`src/rtl/ahb_sram_pkg.sv`:
```
// Shared encodings, error-FSM state type and byte-lane mask helper for ahb_sram_bridge.
package ahb_sram_pkg;

    localparam logic [1:0] TransIdle   = 2'b00;
    localparam logic [1:0] TransBusy   = 2'b01;
    localparam logic [1:0] TransNonseq = 2'b10;
    localparam logic [1:0] TransSeq    = 2'b11;

    localparam logic [2:0] SizeByte = 3'd0;
    localparam logic [2:0] SizeHalf = 3'd1;
    localparam logic [2:0] SizeWord = 3'd2;

    typedef enum logic [1:0] {
        OKAY = 2'd0,
        ERR1 = 2'd1,
        ERR2 = 2'd2
    } err_state_e;

    // Sizes above a word fall into the default and enable all four lanes.
    function automatic logic [3:0] byte_mask(input logic [2:0] hsize, input logic [1:0] addr_lo);
        logic [3:0] mask;
        case (hsize)
            SizeByte: mask = 4'b0001 << addr_lo;
            SizeHalf: mask = addr_lo[1] ? 4'b1100 : 4'b0011;
            default:  mask = 4'b1111;
        endcase
        return mask;
    endfunction

endpackage

```
`src/rtl/ahb_sram_err_fsm.sv`:
```
// Two-cycle AHB ERROR response sequencer; drives the slave's HREADYOUT and HRESP.
module ahb_sram_err_fsm
    import ahb_sram_pkg::*;
(
    input  logic CLK,
    input  logic RSTn,
    input  logic err_req_i,
    output logic hreadyout_o,
    output logic hresp_o
);

    err_state_e state_q, state_d;

    always_ff @(posedge CLK or negedge RSTn) begin
        if (!RSTn) begin
            state_q <= OKAY;
        end else begin
            state_q <= state_d;
        end
    end

    // An illegal transfer accepted during ERR2 starts a fresh error response.
    always_comb begin
        state_d = state_q;
        unique case (state_q)
            OKAY:    state_d = err_req_i ? ERR1 : OKAY;
            ERR1:    state_d = ERR2;
            ERR2:    state_d = err_req_i ? ERR1 : OKAY;
            default: state_d = OKAY;
        endcase
    end

    always_comb begin
        hreadyout_o = 1'b1;
        hresp_o     = 1'b0;
        unique case (state_q)
            OKAY: begin
                hreadyout_o = 1'b1;
                hresp_o     = 1'b0;
            end
            ERR1: begin
                hreadyout_o = 1'b0;
                hresp_o     = 1'b1;
            end
            ERR2: begin
                hreadyout_o = 1'b1;
                hresp_o     = 1'b1;
            end
            default: begin
                hreadyout_o = 1'b1;
                hresp_o     = 1'b0;
            end
        endcase
    end

endmodule

```
`src/rtl/ahb_sram_bridge.sv`:
```
// Zero-wait-state AHB-Lite to SRAM bridge. Define AHB_SRAM_BRIDGE_CHECK_EN to enable
// size/alignment/window checking with a two-cycle ERROR response.
module ahb_sram_bridge
    import ahb_sram_pkg::*;
#(
    parameter int unsigned ADDRWIDTH = 16,
    parameter logic [31:0] MEMBASE   = 32'h0000_0000
) (
    input  logic                 CLK,
    input  logic                 RSTn,
    input  logic                 HSEL,
    input  logic [31:0]          HADDR,
    input  logic [1:0]           HTRANS,
    input  logic [2:0]           HSIZE,
    input  logic                 HWRITE,
    input  logic                 HREADY,
    input  logic [31:0]          HWDATA,
    output logic                 HREADYOUT,
    output logic                 HRESP,
    output logic [31:0]          HRDATA,
    output logic [ADDRWIDTH-1:0] SRAMADDR,
    output logic                 SRAMCS,
    output logic [3:0]           SRAMWE,
    output logic [31:0]          SRAMWDATA,
    input  logic [31:0]          SRAMRDATA
);

    logic accept;
    logic illegal;
    logic accept_ok;

    logic                 dp_valid_q, dp_valid_d;
    logic                 dp_write_q, dp_write_d;
    logic [ADDRWIDTH-1:0] dp_addr_q, dp_addr_d;
    logic [3:0]           dp_mask_q, dp_mask_d;

    assign accept = HSEL & HTRANS[1] & HREADY;

`ifdef AHB_SRAM_BRIDGE_CHECK_EN
    always_comb begin
        illegal = 1'b0;
        if (HSIZE > SizeWord) begin
            illegal = 1'b1;
        end
        if ((HSIZE == SizeHalf) && HADDR[0]) begin
            illegal = 1'b1;
        end
        if ((HSIZE == SizeWord) && (HADDR[1:0] != 2'b00)) begin
            illegal = 1'b1;
        end
        if (HADDR[31:ADDRWIDTH+2] != MEMBASE[31:ADDRWIDTH+2]) begin
            illegal = 1'b1;
        end
    end

    logic unused_sig;
    assign unused_sig = HTRANS[0];
`else
    assign illegal = 1'b0;

    // Upper address bits are dropped so the SRAM window aliases across the address map.
    logic unused_sig;
    assign unused_sig = ^{HTRANS[0], HADDR[31:ADDRWIDTH+2], MEMBASE};
`endif

    assign accept_ok = accept & ~illegal;

    always_ff @(posedge CLK or negedge RSTn) begin
        if (!RSTn) begin
            dp_valid_q <= 1'b0;
            dp_write_q <= 1'b0;
            dp_addr_q  <= '0;
            dp_mask_q  <= 4'b0000;
        end else begin
            dp_valid_q <= dp_valid_d;
            dp_write_q <= dp_write_d;
            dp_addr_q  <= dp_addr_d;
            dp_mask_q  <= dp_mask_d;
        end
    end

    always_comb begin
        dp_valid_d = accept_ok;
        dp_write_d = dp_write_q;
        dp_addr_d  = dp_addr_q;
        dp_mask_d  = dp_mask_q;
        if (accept_ok) begin
            dp_write_d = HWRITE;
            dp_addr_d  = HADDR[ADDRWIDTH+1:2];
            dp_mask_d  = byte_mask(HSIZE, HADDR[1:0]);
        end
    end

    assign SRAMCS    = dp_valid_q;
    assign SRAMADDR  = dp_addr_q;
    assign SRAMWE    = (dp_valid_q && dp_write_q) ? dp_mask_q : 4'b0000;
    assign SRAMWDATA = HWDATA;
    assign HRDATA    = dp_valid_q ? SRAMRDATA : 32'h0000_0000;

    ahb_sram_err_fsm u_err_fsm (
        .CLK         (CLK),
        .RSTn        (RSTn),
        .err_req_i   (accept & illegal),
        .hreadyout_o (HREADYOUT),
        .hresp_o     (HRESP)
    );

endmodule

```
`config.mk`:
```
export PLATFORM = sky130hd
export DESIGN_NAME = ahb_sram_bridge
export DESIGN_NICKNAME = d
export VERILOG_FILES = /design/src/rtl/ahb_sram_pkg.sv /design/src/rtl/ahb_sram_err_fsm.sv /design/src/rtl/ahb_sram_bridge.sv
export SDC_FILE = /design/constraint.sdc
export NUM_CORES = 1
export LEC_CHECK = 0
export BUFFER_PORTS_ARGS = -buffer_cell sky130_fd_sc_hd__buf_4
export CAP_MARGIN = 40
export CORE_MARGIN = 4
export CORE_UTILIZATION = 28
export DETAILED_ROUTE_END_ITERATION = 8
export GPL_ROUTABILITY_DRIVEN = 1
export PLACE_DENSITY = 0.86
export SLEW_MARGIN = 20
export SYNTH_ARGS = -nofsm -noshare
export SYNTH_HDL_FRONTEND = slang
export SYNTH_SLANG_ARGS = --single-unit
```
`constraint.sdc`:
```
create_clock -name CLK -period 0.8 [get_ports CLK]
set_input_delay 0.08 -clock CLK [delete_from_list [all_inputs] [get_ports CLK]]
set_output_delay 0.08 -clock CLK [all_outputs]
set_load 0.03 [all_outputs]
```
==> impl_metrics.csv <==
group,metric,value,unit
outcome,status,"complete, but fails checks",
outcome,failed_checks,"setup timing",
critical_path,crit_path_end_kind,"output port",
critical_path,worst_setup_path_start_kind,"register",
yosys,synth_xor_xnor_area_share,0,
critical_path,cp_data_arrival_time,1180,ps
yosys,synth_cell_types,19,
global_routing,grt_max_degree,38,
yosys,yosys-mux-area-fraction,0,
final_layout,layout_commonest_cell,"buf_4",
route,remaining_drc_errors,0,
sta,min_period_over_period,1.57,
global_routing,track_usage,0.147,
placement,place_area,2130,µm²
cts,cts.root.buffer_cell,"clkbuf_8",
sta,max_freq,795,MHz
route,routed_wire_length_per_instance,14.8,µm
die,initial_utilization,0.291,
final_layout,area_growth_syn_to_layout,79.4,%
yosys,adder_cell_share_of_the_synthesized_area,0,
cts,cts_inserted_buffers,3,
die,core,4750,µm²
route,drtPass1Iterations,4,
critical_path,worst-setup-path-type,"reg -> out",
cts,h-tree-depth,1,
cts,clock_sinks,22,
route,vias,1381,
sta,final.min_clock_period,1260,ps
yosys,synth_top_family_by_area,"simple AND/OR/NAND/NOR gates",
route,detailed_route_wl,4780,µm
final_layout,mostFrequentLayoutCells,"68 x buf_4, 53 x buf_6, 51 x nand2_1, 30 x and2_4, 21 x dfrtp_1",
yosys,synth-edff-count,0,
sta,hold_viol,0,
final_layout,n_fill_cell,451,
yosys,synthCells,167,
pwr,totalPowerFinal,3.64,mW
route,dr.first_iter.drc_count,26,
final_layout,fin_nets,363,
yosys,synthesis.yosys.warnings,0,
final_layout,multi_input_area,627,µm²
yosys,syn-cell-area,1390,µm²
die,design.die.area,6140,µm²
sta,layout_setup_ws,-457,ps
sta,fin_worst_hold_slack,10.4,ps
yosys,post_synth_and_or_nand_nor_area_fraction,0.340,
pwr,irDropWorstVdd,0.945,mV
yosys,postSynth.asyncResetShare,1.00,
sta,setup_tns,-15930,ps
die,design.portCount,193,
yosys,prevailing_post_synth_register_cell,"dfrtp_1",
placement,dp_hpwl,3870,µm
cts,cts.reportedPaths.clkPinSlew,80,ps
global_routing,antenna_found_initial,0,
global_routing,global_route_wire_length_before_repair,7240,µm
min_path,hold_path.class,"in -> reg",
sta,timing_max_transition_violations_final,0,
critical_path,critPathSlowestCell,"dfrtp_2",
pwr,p_per_area,1460,nW/µm²
final_layout,sequential_cell_area,552,µm²
critical_path,cell_by_cell_listing_of_the_critical_path,"buf_12, and3_2, buf_6",
yosys,synth.net_count,273,
route,vias_per_cell,4.28,
final_layout,core_utilization_of_the_finished_layout,0.523,
die,horizontal_extent_of_the_die,78.3,µm
yosys,synth_seq_area_share,0.397,
sta,finalSetupViolations,53,
critical_path,slowest_delay,410,ps
cts,cts_tree,"done",
final_layout,post_route_cells_drive_above_1_share,0.664,
placement,routabilityCongestion,0.726,
sta,finClkSkew,0,ps
die,row_cnt,25,
final_layout,ant_cells,0,
yosys,number_of_flip_flops_and_latches_in_the_synthesized_netlist,22,
yosys,post_syn_area_per_cell,8.29,µm²
run,maxCapViolCount,0,
route,antenna_left,0,
placement,numPortBuffers,111,
global_routing,grt_overflow,0,
critical_path,path_buf_inv,2,
critical_path,path_max_fanout,37,
yosys,synth_compound_area_frac,0.0379,
critical_path,critPathTopFamily,"flip-flops",
sta,grt_setup_unrepaired,"true",
pwr,total_leakage_power,1.32,nW
global_routing,first_global_vias,1407,
cts,clk_path_buf_depth,2,
critical_path,critical_path_required,720,ps
final_layout,fin_area,2480,µm²
cts,insertion_delay,250,ps
die,die_height,78.3,µm
## path summary, 6_finish.rpt
kind                                          start                        to  slack [ps]  cells after the start
min                                        HADDR[2]   SRAMADDR[0]$_DFFE_PN0P_          10                      3
max reg2reg                dp_mask_q[1]$_DFFE_PN0P_  dp_mask_q[1]$_DFFE_PN0P_          40                      3
max                                SRAMCS$_DFF_PN0_                 SRAMWE[1]        -460                      3
min in group asynchronous                      RSTn  SRAMADDR[13]$_DFFE_PN0P_         270                      2
max in group asynchronous                      RSTn          SRAMCS$_DFF_PN0_         290                      2
min reg2reg                 SRAMADDR[0]$_DFFE_PN0P_   SRAMADDR[0]$_DFFE_PN0P_         500                      2
## layer usage
| layer | global-route usage | up-vias | part of all wire |
|---|---|---|---|
| met5 | 0 | - | 0 |
| met4 | 0.0280 | 0 | 0.0079 |
| met3 | 0.0390 | 6 | 0.12 |
| met2 | 0.298 | 100 | 0.57 |
| met1 | 0.150 | 627 | 0.30 |
| li1 | - | 648 | - |
## registers in the layout (all words and copies together) (netlist names)
register,flops
SRAMADDR,16
dp_mask_q,4
SRAMCS,1
dp_write_q,1
## per-stage QoR
stage,cells,setup WS [ps]
final,323,-457
after global routing,323,-503
after CTS,315,-459
after detailed placement,309,-189
after global placement,309,-175
after floorplan,167,-164
## logic make-up after synthesis
logic type	after synthesis
DFF	22
buffers and inverters	42
AOI/OAI and AO/OA	8
and+or+nand+nor	93
other	2
## what timing repair did
| item | CTS | global route |
|---|---|---|
| endpoints found under the hold margin | 22 | 2 |
| hold buffers | 1 | 2 |
| pin swaps | 0 | 2 |
| setup endpoints to repair | 53 | 55 |
| buffers inserted | 1 | 8 |
| resized for setup | 53 | 3 |
## power breakdown
group,total (mW),internal (mW),switching (mW)
combinational,1.47,0.749,0.722
sequential,1.40,1.28,0.121
clock,0.767,0.437,0.330
total,3.64,2.46,1.17
## cell usage after synthesis, types with 2 or more instances
cell / instances / area [µm²]
a21oi_1: 2 / 10.0
a21oi_2: 2 / 17.5
and2_1: 32 / 200
and3_1: 4 / 25.0
buf_4: 34 / 255
buf_6: 2 / 22.5
clkbuf_1: 3 / 11.3
conb_1: 2 / 7.51
dfrtp_1: 22 / 551
nand2_1: 51 / 191
nor2_1: 2 / 7.51
nor2_2: 2 / 12.5
o21ai_0: 2 / 10.0
o21bai_1: 2 / 15.0
## worst register-to-register path, cell delays in order, from the launching register on
cell and delay [ps]:
dfrtp_1 390, buf_4 150, nor2_4 70, a21oi_2 40
## final cells by class
cell class              instances  area share
clock buffers                   4      0.0222
well taps                      67      0.0337
repair buffers                125       0.466
flip-flops and latches         22       0.222
multi-input cells             103       0.252
inverters                       2     0.00403
Power figures use the tool's default switching activity.
